File: config.mk
export PLATFORM = sky130hd
export DESIGN_NAME = branch_predictor
export DESIGN_NICKNAME = d
export VERILOG_FILES = /design/src/rtl/branch_predictor.sv
export SDC_FILE = /design/constraint.sdc
export NUM_CORES = 1
export LEC_CHECK = 0
export BUFFER_PORTS_ARGS = -buffer_cell sky130_fd_sc_hd__buf_2
export CAP_MARGIN = 30
export CORE_MARGIN = 1.5
export CORE_UTILIZATION = 40
export DETAILED_ROUTE_END_ITERATION = 6
export PLACE_DENSITY = 0.66
export RECOVER_POWER = 50
export SLEW_MARGIN = 20
export SYNTH_ARGS = -nofsm -noshare
export SYNTH_HDL_FRONTEND = slang
export SYNTH_SLANG_ARGS = --single-unit
File: constraint.sdc
create_clock -name clk -period 6.35 [get_ports clk]
set_clock_uncertainty 0.15 [all_clocks]
set_input_delay 0.635 -clock clk [delete_from_list [all_inputs] [get_ports clk]]
set_output_delay 0.635 -clock clk [all_outputs]
set_load 0.02 [all_outputs]
File: src/rtl/branch_predictor.sv
// Bimodal branch predictor: a table of 2-bit saturating counters indexed by PC word
// bits, trained by resolved conditional branches, plus a saturating misprediction count.
module branch_predictor #(
   parameter int IDX_BITS = 4,
   parameter int CNT_W    = 16
) (
   input  logic             clk,
   input  logic             rst,
   input  logic [31:0]      PCF,
   output logic             predTakenF,
   input  logic [31:0]      PCE,
   input  logic [2:0]       branchE,
   input  logic [1:0]       PCSrcE,
   input  logic             predTakenE,
   output logic             mispredictE,
   output logic [CNT_W-1:0] mispredCount
);

   localparam int ENTRIES = 1 << IDX_BITS;

   localparam logic [1:0] CTR_WEAK_NT   = 2'b01;
   localparam logic [1:0] CTR_STRONG_T  = 2'b11;
   localparam logic [1:0] CTR_STRONG_NT = 2'b00;

   logic [IDX_BITS-1:0] fetch_idx;
   logic [IDX_BITS-1:0] upd_idx;
   logic                cond_e;
   logic                taken_e;
   logic [ENTRIES-1:0]  pred_vec;
   logic [CNT_W-1:0]    miss_cnt_q;
   logic [CNT_W-1:0]    miss_cnt_d;

   // PC bits outside the index field are deliberately discarded so aliasing PCs share a counter.
   logic unused_pc_bits;
   assign unused_pc_bits = ^{PCF[31:IDX_BITS+2], PCF[1:0], PCE[31:IDX_BITS+2], PCE[1:0]};

   assign fetch_idx = PCF[IDX_BITS+1:2];
   assign upd_idx   = PCE[IDX_BITS+1:2];

   always_comb begin
      cond_e = 1'b0;
      case (branchE)
         3'b001, 3'b010, 3'b011, 3'b100: cond_e = 1'b1;
         default:                        cond_e = 1'b0;
      endcase
   end

   assign taken_e     = (PCSrcE == 2'b01);
   assign mispredictE = cond_e & (taken_e != predTakenE);

   generate
      for (genvar gi = 0; gi < ENTRIES; gi++) begin : g_entry
         logic [1:0] ctr_q;
         logic [1:0] ctr_d;
         logic       hit;

         assign hit = cond_e && (upd_idx == IDX_BITS'(gi));

         always_comb begin
            ctr_d = ctr_q;
            if (taken_e) begin
               if (ctr_q != CTR_STRONG_T) ctr_d = ctr_q + 2'd1;
            end else begin
               if (ctr_q != CTR_STRONG_NT) ctr_d = ctr_q - 2'd1;
            end
         end

         always_ff @(posedge clk) begin
            if (rst) begin
               ctr_q <= CTR_WEAK_NT;
            end else if (hit) begin
               ctr_q <= ctr_d;
            end
         end

         assign pred_vec[gi] = ctr_q[1];
      end
   endgenerate

   // Read reflects only registered state, so a same-cycle update is not bypassed.
   assign predTakenF = pred_vec[fetch_idx];

   always_comb begin
      miss_cnt_d = miss_cnt_q;
      if (mispredictE && (miss_cnt_q != {CNT_W{1'b1}})) begin
         miss_cnt_d = miss_cnt_q + 1'b1;
      end
   end

   always_ff @(posedge clk) begin
      if (rst) begin
         miss_cnt_q <= '0;
      end else begin
         miss_cnt_q <= miss_cnt_d;
      end
   end

   assign mispredCount = miss_cnt_q;

endmodule

== Word level (Yosys, flattened, before mapping) ==
Index checks and enable logic that the tools add are counted.
Word-level totals
  output and inout bits: 18
  memories kept: 0
  register bits: 48
  bits in latches: 0
  memory bits (read-only): 0
  bits of input ports: 72
  RAM bits: 0
Operators by class
  bitwise gates (word level): 1
  add/sub/neg operators: 33
  reductions and logical operators: 67
  muxes and demuxes: 51
  shift operators: 0
  div/mod/pow operators: 0
  multipliers: 0
  order comparisons: 1
  eq/ne operators: 54
Operator list (number)
  2-bit two-way mux: 48
  2-bit nonzero test: 32
  3-bit AND reduction: 16
  2-bit by 1-bit adder with 2-bit output, second input constant: 16
  4-bit equality test, second input constant: 8
  2-bit by 1-bit inequality test with 1-bit output, second input constant: 16
  2-bit inequality test, second input constant: 16
  2-bit by 1-bit subtractor with 2-bit output, second input constant: 16
  1-bit logical AND: 17
  16-bit by 1-bit adder with 16-bit output, second input constant: 1
  4-bit by 3-bit equality test with 1-bit output, second input constant: 4
  16-bit inequality test, second input constant: 1
  4-bit by 2-bit equality test with 1-bit output, second input constant: 2
  3-bit by 2-bit equality test with 1-bit output, second input constant: 2
  4-bit by 5-bit less-than comparator with 1-bit output, second input constant: 1
  1-bit binary-select mux with 4-bit select: 1
  4-bit by 1-bit equality test with 1-bit output, second input constant: 1
  4-bit logical NOT: 1
  4-bit OR reduction: 1
  3-bit by 1-bit equality test with 1-bit output, second input constant: 1
  3-bit equality test, second input constant: 1
  2-bit by 1-bit equality test with 1-bit output, second input constant: 1
  1-bit two-way mux: 2
  1-bit bitwise AND: 1
  1-bit inequality test: 1

== Longest topological paths before layout ==
Gate-level depths: netlist of run 1.
  word-level depth: 5
  mapped depth: 7

== Worst setup path after synthesis of run 1 ==
Ideal clock, no wire load.
  kind: in2out
  from: in branchE[1]
  to: out mispredictE
  arrival: 1.726 ns
  path buffers: 1
  cell stages on the path: 4
  slack: 3.839 ns
  cell sequence: nor3_1 or2_1 clkbuf_1 nor2_1
On the way
  word-level cells in the longest chain between the ends: 4
  elaborated cells on any way between the ends: 7
  classes of those cells: 4 x eq/ne; 1 x mux; 1 x bitwise; 1 x reduce/logical
Ends and longest elaborated chain
  from (decl): line 12  | input logic [2:0] branchE,
  3-bit by 1-bit equality test with 1-bit output (tied with other cells): line 42  | case (branchE)
  4-bit OR reduction (*): line 42
  1-bit two-way mux (*): line 42
  1-bit bitwise AND (*): line 49  | assign mispredictE = cond_e & (taken_e != predTakenE);
  to (decl): line 15  | output logic mispredictE,
Every way passes the cells marked *; elsewhere a longest branch is shown, timed or not.

== Worst setup path after layout of run 1 ==
  from: in PCSrcE[0]
  to: reg miss_cnt_q[11] (netlist: mispredCount[11])
On the way
  word-level cells in the longest chain between the ends: 4
Ends and longest elaborated chain
  from (decl): line 13  | input logic [1:0] PCSrcE,
  2-bit by 1-bit equality test with 1-bit output: line 48  | assign taken_e = (PCSrcE == 2'b01);
  1-bit inequality test: line 49
  1-bit bitwise AND: line 49
  1-bit logical AND: line 85  | if (mispredictE && (miss_cnt_q != {CNT_W{1'b1}})) begin
  to (signal assigned): line 94  | miss_cnt_q <= miss_cnt_d;
  to (decl): line 30  | logic [CNT_W-1:0] miss_cnt_q;
No other way between the ends.
A chain may end at the register's enable or synchronous reset.

==> results of run 1 <==
[cells in the final DEF, fill, tap and decap left out, types with 2 or more instances in the layout]
cell                       netlist  routed
sky130_fd_sc_hd__and4_1          2       2
sky130_fd_sc_hd__nor4_1         24      24
sky130_fd_sc_hd__o31ai_1         3       3
sky130_fd_sc_hd__a21o_1         16      16
sky130_fd_sc_hd__buf_2           1      16
sky130_fd_sc_hd__dfxtp_1        48      48
sky130_fd_sc_hd__and3_1          2       2
sky130_fd_sc_hd__a21oi_1        20      20
sky130_fd_sc_hd__buf_4           0       2
sky130_fd_sc_hd__nor3_1          3       3
sky130_fd_sc_hd__mux2_2          2       2
sky130_fd_sc_hd__a22oi_1        16      16
sky130_fd_sc_hd__clkbuf_1       15      18
sky130_fd_sc_hd__o221ai_1       16      16
sky130_fd_sc_hd__mux4_2          5       5
sky130_fd_sc_hd__nand2b_1       21      21
sky130_fd_sc_hd__nand3_1        23      23
sky130_fd_sc_hd__inv_1           2       2
sky130_fd_sc_hd__nor2_1         45      45
sky130_fd_sc_hd__nor2b_1         3       2
sky130_fd_sc_hd__nand2_1        21      21
sky130_fd_sc_hd__or2_2           2       2
sky130_fd_sc_hd__xnor2_1        10      10
sky130_fd_sc_hd__clkinv_4        0       2
sky130_fd_sc_hd__clkbuf_8        0       5
sky130_fd_sc_hd__or4_1           4       4
sky130_fd_sc_hd__nand4_1         4       4
[stage by stage]
stage | utilization, % | cell area, µm² | worst slack (ns) | hold WS (ns) | total power (W)
4_1_cts | 46.7 | 2950 | 3.46 | 0.357 | 0.000691
2_1_floorplan | - | 2610 | 3.84 | 0.370 | 0.000432
6_report | 46.3 | 2920 | 2.55 | 0.358 | 0.000681
5_1_grt | 46.3 | 2920 | 2.24 | 0.376 | 0.000717
3_3_place_gp | 44.8 | 2830 | 3.31 | 0.332 | 0.000455
3_5_place_dp | 44.8 | 2830 | 3.25 | 0.342 | 0.000459
[worst paths after layout]
kind                                  startpoint          endpoint  slack [ns]  cells after the start
worst min register to register  mispredCount[15]  mispredCount[15]        0.36                      2
worst max register to register   mispredCount[5]   mispredCount[8]        3.98                      5
worst min-delay path            mispredCount[15]  mispredCount[15]        0.36                      2
worst max-delay path                   PCSrcE[0]  mispredCount[11]        2.55                      7
[flip-flops by register name (all words and copies together) (netlist names)]
register / flops
g_entry.ctr_q: 32
mispredCount: 16
[tightest hold or removal path, delay by kind of cell, from the launching register on]
kind               cells  cell delay [ns]
AOI/OAI and AO/OA      2             0.13
DFF                    1             0.35
[logic make-up after synthesis]
kind of cell	share of synthesized area, %
and+or+nand+nor	31.0
DFF	36.8
AOI/OAI and AO/OA	20.0
xor gates and xnor gates	3.35
buffers and inverters	2.83
adders and majority gates	0.479
muxes	5.56
[layer usage]
| metal | GRT usage [%] | vias up | wire, µm |
|---|---|---|---|
| li1 | - | 1255 | - |
| met1 | 23.2 | 1149 | 2870 |
| met2 | 26.8 | 50 | 2600 |
| met3 | 3.36 | 11 | 209 |
| met4 | 7.45 | 0 | 139 |
| met5 | 0 | - | 0 |
[layout make-up]
class,count,area (µm²)
fill,642,3390
multi-input combinational,251,1580
sequential,48,961
timing repair buffer,36,163
tap,77,96.3
clock buffer,5,68.8
clock inverter,3,47.5
inverter,2,7.51
[where the power goes]
part | switching, W | internal [W] | total, W
Sequential | 0.0000233 | 0.000322 | 0.000346
Clock | 0.000111 | 0.000119 | 0.000230
Combinational | 0.0000550 | 0.0000506 | 0.000106
==> flow_summary.ini, run 1 <==
[clock_tree]
clkLatencyLatePin_ns = 0.31
cts.hold.buffers_added = 0
clock_sink_count = 48
path_clk_slew_ns = 0.10
cts_max_path_buffers = 2
cts_max_level = 2
tritoncts_buffers = 5
post_cts.repair.setup_buffers = 0
cts-resized-gates = 0
clock_root_buffer = sky130_fd_sc_hd__clkbuf_8
cts_tree = built

[yosys]
number_of_enable_type_register_cells_in_the_synthesized_netlist = 0
synth_cells = 318
synth_seq_cells = 48
yosysUniqueCellTypes = 34
synth_sequential_area_ratio_pct = 36.8
syn_area_um2 = 2610
ys_dominant_reg_cell = sky130_fd_sc_hd__dfxtp_1
post_synthesis_net_count = 391
synth-async-reset-ratio_pct = 0
netlist.top_cell.by_area = sky130_fd_sc_hd__dfxtp_1
synth_top_area_share_pct = 36.8
synthesis.area_per_instance_um2 = 8.21
yosysMostFrequentCell = sky130_fd_sc_hd__dfxtp_1
synth.cells.most_frequent = 48 x sky130_fd_sc_hd__dfxtp_1, 45 x sky130_fd_sc_hd__nor2_1, 24 x sky130_fd_sc_hd__nor4_1
synth.yosys.warnings = 0
ys_top_cells_by_area = sky130_fd_sc_hd__dfxtp_1 37%, sky130_fd_sc_hd__nor2_1 6.5%, sky130_fd_sc_hd__nor4_1 5.7%

[grt]
globalRoute.totalOverflow = 0
grt_start_max_net_pins = 51
track_usage_pct = 17.2
grt_pass1_vias = 2139
grt_antenna_before_repair = 0
grt_first_pass_wirelength_um = 9870

[placed_design]
placed_cells = 414
buffer_ports.inserted = 33
dp.final_hpwl_um = 3920
gp_congestion = 0.775

[setup_path]
path_common_cell = sky130_fd_sc_hd__or4_1
crit_path_start_kind = input pin
crit_path_max_fanout = 33
path_delay_family = simple AND/OR/NAND/NOR gates
critPathMaxStageDelay_ns = 1.11
timing.critical_path.to_type = register
crit_path_cell_trace = buf_2 -> nor2b_2 -> clkbuf_1 -> xnor2_1 -> or4_1 -> or4_1 -> a21oi_1
required_ns = 6.43
cp_num_buf_inv = 2
crit_slowest_cell = sky130_fd_sc_hd__clkbuf_1
criticalPathCategory = input pin to register
cp_data_arrival_time_ns = 3.88

[routing]
route.detailed.vias_per_inst = 5.84
via_total_after_detailed_routing = 2465
remaining_drc_errors = 0
route.antenna.remaining_nets = 0
number_of_iterations_in_the_first_detailed_routing_pass = 4
drt_iter0_markers = 114
finalWirelength_um = 5820
routedWlPerCell_um = 13.8

[status]
failed_checks = max-capacitance violations, max-slew violations
outcome = finished, violations left

[die]
die_width_um = 83.8
die_h_um = 83.8
rows = 29
die_area_um2 = 7020
io-pin-count = 90
initial_core_util_pct = 41.4
core_area_um2 = 6310

[cells_and_area]
net_count_reported_at_finish = 417
layout.cells.non_filler = 422
drive_gt1_share_pct = 10.7
signed_area_change_from_the_synthesized_netlist_to_the_final_layout_pct = 11.9
n_antenna_cell = 0

[run]
maximum_capacitance_violations = 1

[min_path]
hold_path.class = register to register

[timing]
timing.setup.tns_ns = 0
period_needed_ns = 3.80
fmaxAchievable_mhz = 263
post_route_fraction_of_the_period_consumed_by_the_critical_path_pct = 59.8
final_slew_violations = 34
timing_hold_violations_final = 0
setup_viol_count_final = 0
tightest_slew_ns = 1.52
rsz0062_at_grt = no
worst_slew_margin_rel_pct = -1.54

[power_and_ir_drop]
power.static_leakage_nw = 1.07
vdd.ir_drop.worst_mv = 0.132
cellPowerDensity_nw_per_um2 = 233
(Power assumes the default switching activity.)
==> inputs of run 2 (changes only) <==
- clock period: 6.35 -> 4 ns (I/O delays scaled with it)
==> flow_summary.ini, run 2 (synthesized netlist as in run 1, its figures left out) <==
[timing]
setup_viol_count_final = 0
rsz0062_at_grt = no
period_needed_ns = 2.66
tightest_slew_ns = 0.844
fmaxAchievable_mhz = 375
timing_hold_violations_final = 0
worst_slew_margin_rel_pct = 43.7
final_slew_violations = 0
post_route_fraction_of_the_period_consumed_by_the_critical_path_pct = 66.6
timing.setup.tns_ns = 0

[power_and_ir_drop]
vdd.ir_drop.worst_mv = 0.182
power_report.internal_total_w = 0.000797
cellPowerDensity_nw_per_um2 = 373
power.static_leakage_nw = 1.07
share_seq_of_total_power_pct = 50.1
combinationalPowerShare_pct = 15.4
power_switching_share_pct = 27.1
switchingPower_w = 0.000297
power.clock.fraction_pct = 34.5
power.total_w = 0.00109

[routing]
number_of_iterations_in_the_first_detailed_routing_pass = 4
drt_iter0_markers = 130
route.antenna.remaining_nets = 0
route.detailed.vias_per_inst = 5.82
finalWirelength_um = 5880
via_total_after_detailed_routing = 2457
remaining_drc_errors = 0
routedWlPerCell_um = 13.9

[grt]
grt_antenna_before_repair = 0
grt_use_met3_pct = 3.36
grtUsageMet1_pct = 22.9
globalRoute.totalOverflow = 0
grt_start_max_net_pins = 51
grt_first_pass_wirelength_um = 10100
track_usage_pct = 17.6
grt_pass1_vias = 2210
grt-busiest-layer = met2
grt_util_met2_pct = 28.7

[cells_and_area]
regMostFlops = g_entry.ctr_q
largest_register_ff_count = 32
signed_area_change_from_the_synthesized_netlist_to_the_final_layout_pct = 12.3
drive_gt1_share_pct = 11.3
final_non_filler_cell_area_um2 = 2930
n_antenna_cell = 0
final_common_cell = sky130_fd_sc_hd__dfxtp_1
final_cell_mix = 48 x sky130_fd_sc_hd__dfxtp_1, 45 x sky130_fd_sc_hd__nor2_1, 24 x sky130_fd_sc_hd__nor4_1, 23 x sky130_fd_sc_hd__nand3_1
net_count_reported_at_finish = 417

[setup_path]
crit_path_cell_trace = buf_2 -> o21a_1 -> or2_0 -> or4_1 -> or4_1 -> a21oi_1
timing.critical_path.to_type = register
crit_path_max_fanout = 17
crit_path_start_kind = input pin
path_common_cell = sky130_fd_sc_hd__or4_1
path_delay_family = simple AND/OR/NAND/NOR gates
criticalPathCategory = input pin to register
cp_data_arrival_time_ns = 2.75
cp_num_buf_inv = 1
critPathMaxStageDelay_ns = 0.75
crit_slowest_cell = sky130_fd_sc_hd__or4_1
required_ns = 4.08

[status]
outcome = finished clean

[clock_tree]
cts_max_path_buffers = 2
cts.hold.buffers_added = 0
cts_max_level = 2
cts-resized-gates = 0
post_cts.repair.setup_buffers = 0
clock_root_buffer = sky130_fd_sc_hd__clkbuf_8
clock_sink_count = 48
tritoncts_buffers = 5
path_clk_slew_ns = 0.09
cts_tree = built
clkLatencyLatePin_ns = 0.31

[die]
initial_core_util_pct = 41.4
die_width_um = 83.8
core_area_um2 = 6310
die_area_um2 = 7020
io-pin-count = 90
rows = 29
die_h_um = 83.8

[placed_design]
placed_area_um2 = 2830
gp_congestion = 0.778
buffer_ports.inserted = 33
dp.final_hpwl_um = 3910

[min_path]
hold_path.class = register to register

[run]
maximum_capacitance_violations = 0
## run 2: final cells by class
| cell class | count | area, µm² |
|---|---|---|
| clock buffers | 6 | 82.6 |
| repair buffers | 36 | 168 |
| inverters | 2 | 7.51 |
| clock inverters | 2 | 38.8 |
| well taps | 77 | 96.3 |
| flip-flops and latches | 48 | 961 |
| fillers | 646 | 3380 |
| multi-input cells | 251 | 1580 |
## run 2: final timing paths
path / slack [ns] / cells after the start / startpoint / to
hold / removal: 0.36 / 2 / mispredCount[15] / mispredCount[15]
setup reg to reg: 1.62 / 5 / mispredCount[5] / mispredCount[8]
hold reg to reg: 0.36 / 2 / mispredCount[15] / mispredCount[15]
setup / recovery: 1.34 / 6 / branchE[1] / mispredCount[11]
## run 2: through the flow
step | util [%] | instances | hold slack [ns] | worst slack [ns]
after floorplan | - | 318 | 0.370 | 1.73
after global placement | 44.8 | 414 | 0.332 | 1.19
after detailed placement | 44.8 | 414 | 0.346 | 1.14
after CTS | 46.8 | 422 | 0.360 | 1.46
after global routing | 46.5 | 422 | 0.374 | 1.21
final | 46.5 | 422 | 0.358 | 1.34
## run 2: power by group through the flow
stage / clock [W] / combinational (W) / sequential [W]
3_5_place_dp: 0 / 0.000170 / 0.000559
3_3_place_gp: 0 / 0.000165 / 0.000557
2_1_floorplan: 0 / 0.000131 / 0.000554
6_report: 0.000377 / 0.000169 / 0.000548
5_1_grt: 0.000410 / 0.000191 / 0.000555
4_1_cts: 0.000388 / 0.000171 / 0.000547
## run 2: tightest hold or removal path: stages, from the launching register on
cell and delay, ns:
sky130_fd_sc_hd__dfxtp_1 0.34, sky130_fd_sc_hd__o31ai_1 0.07, sky130_fd_sc_hd__a21oi_1 0.05
## run 2: metal layers
layer | vias to the layer above | routed length (µm)
met1 | 1145 | 2890
met3 | 7 | 262
met5 | - | 0
met2 | 54 | 2650
li1 | 1251 | -
met4 | 0 | 73
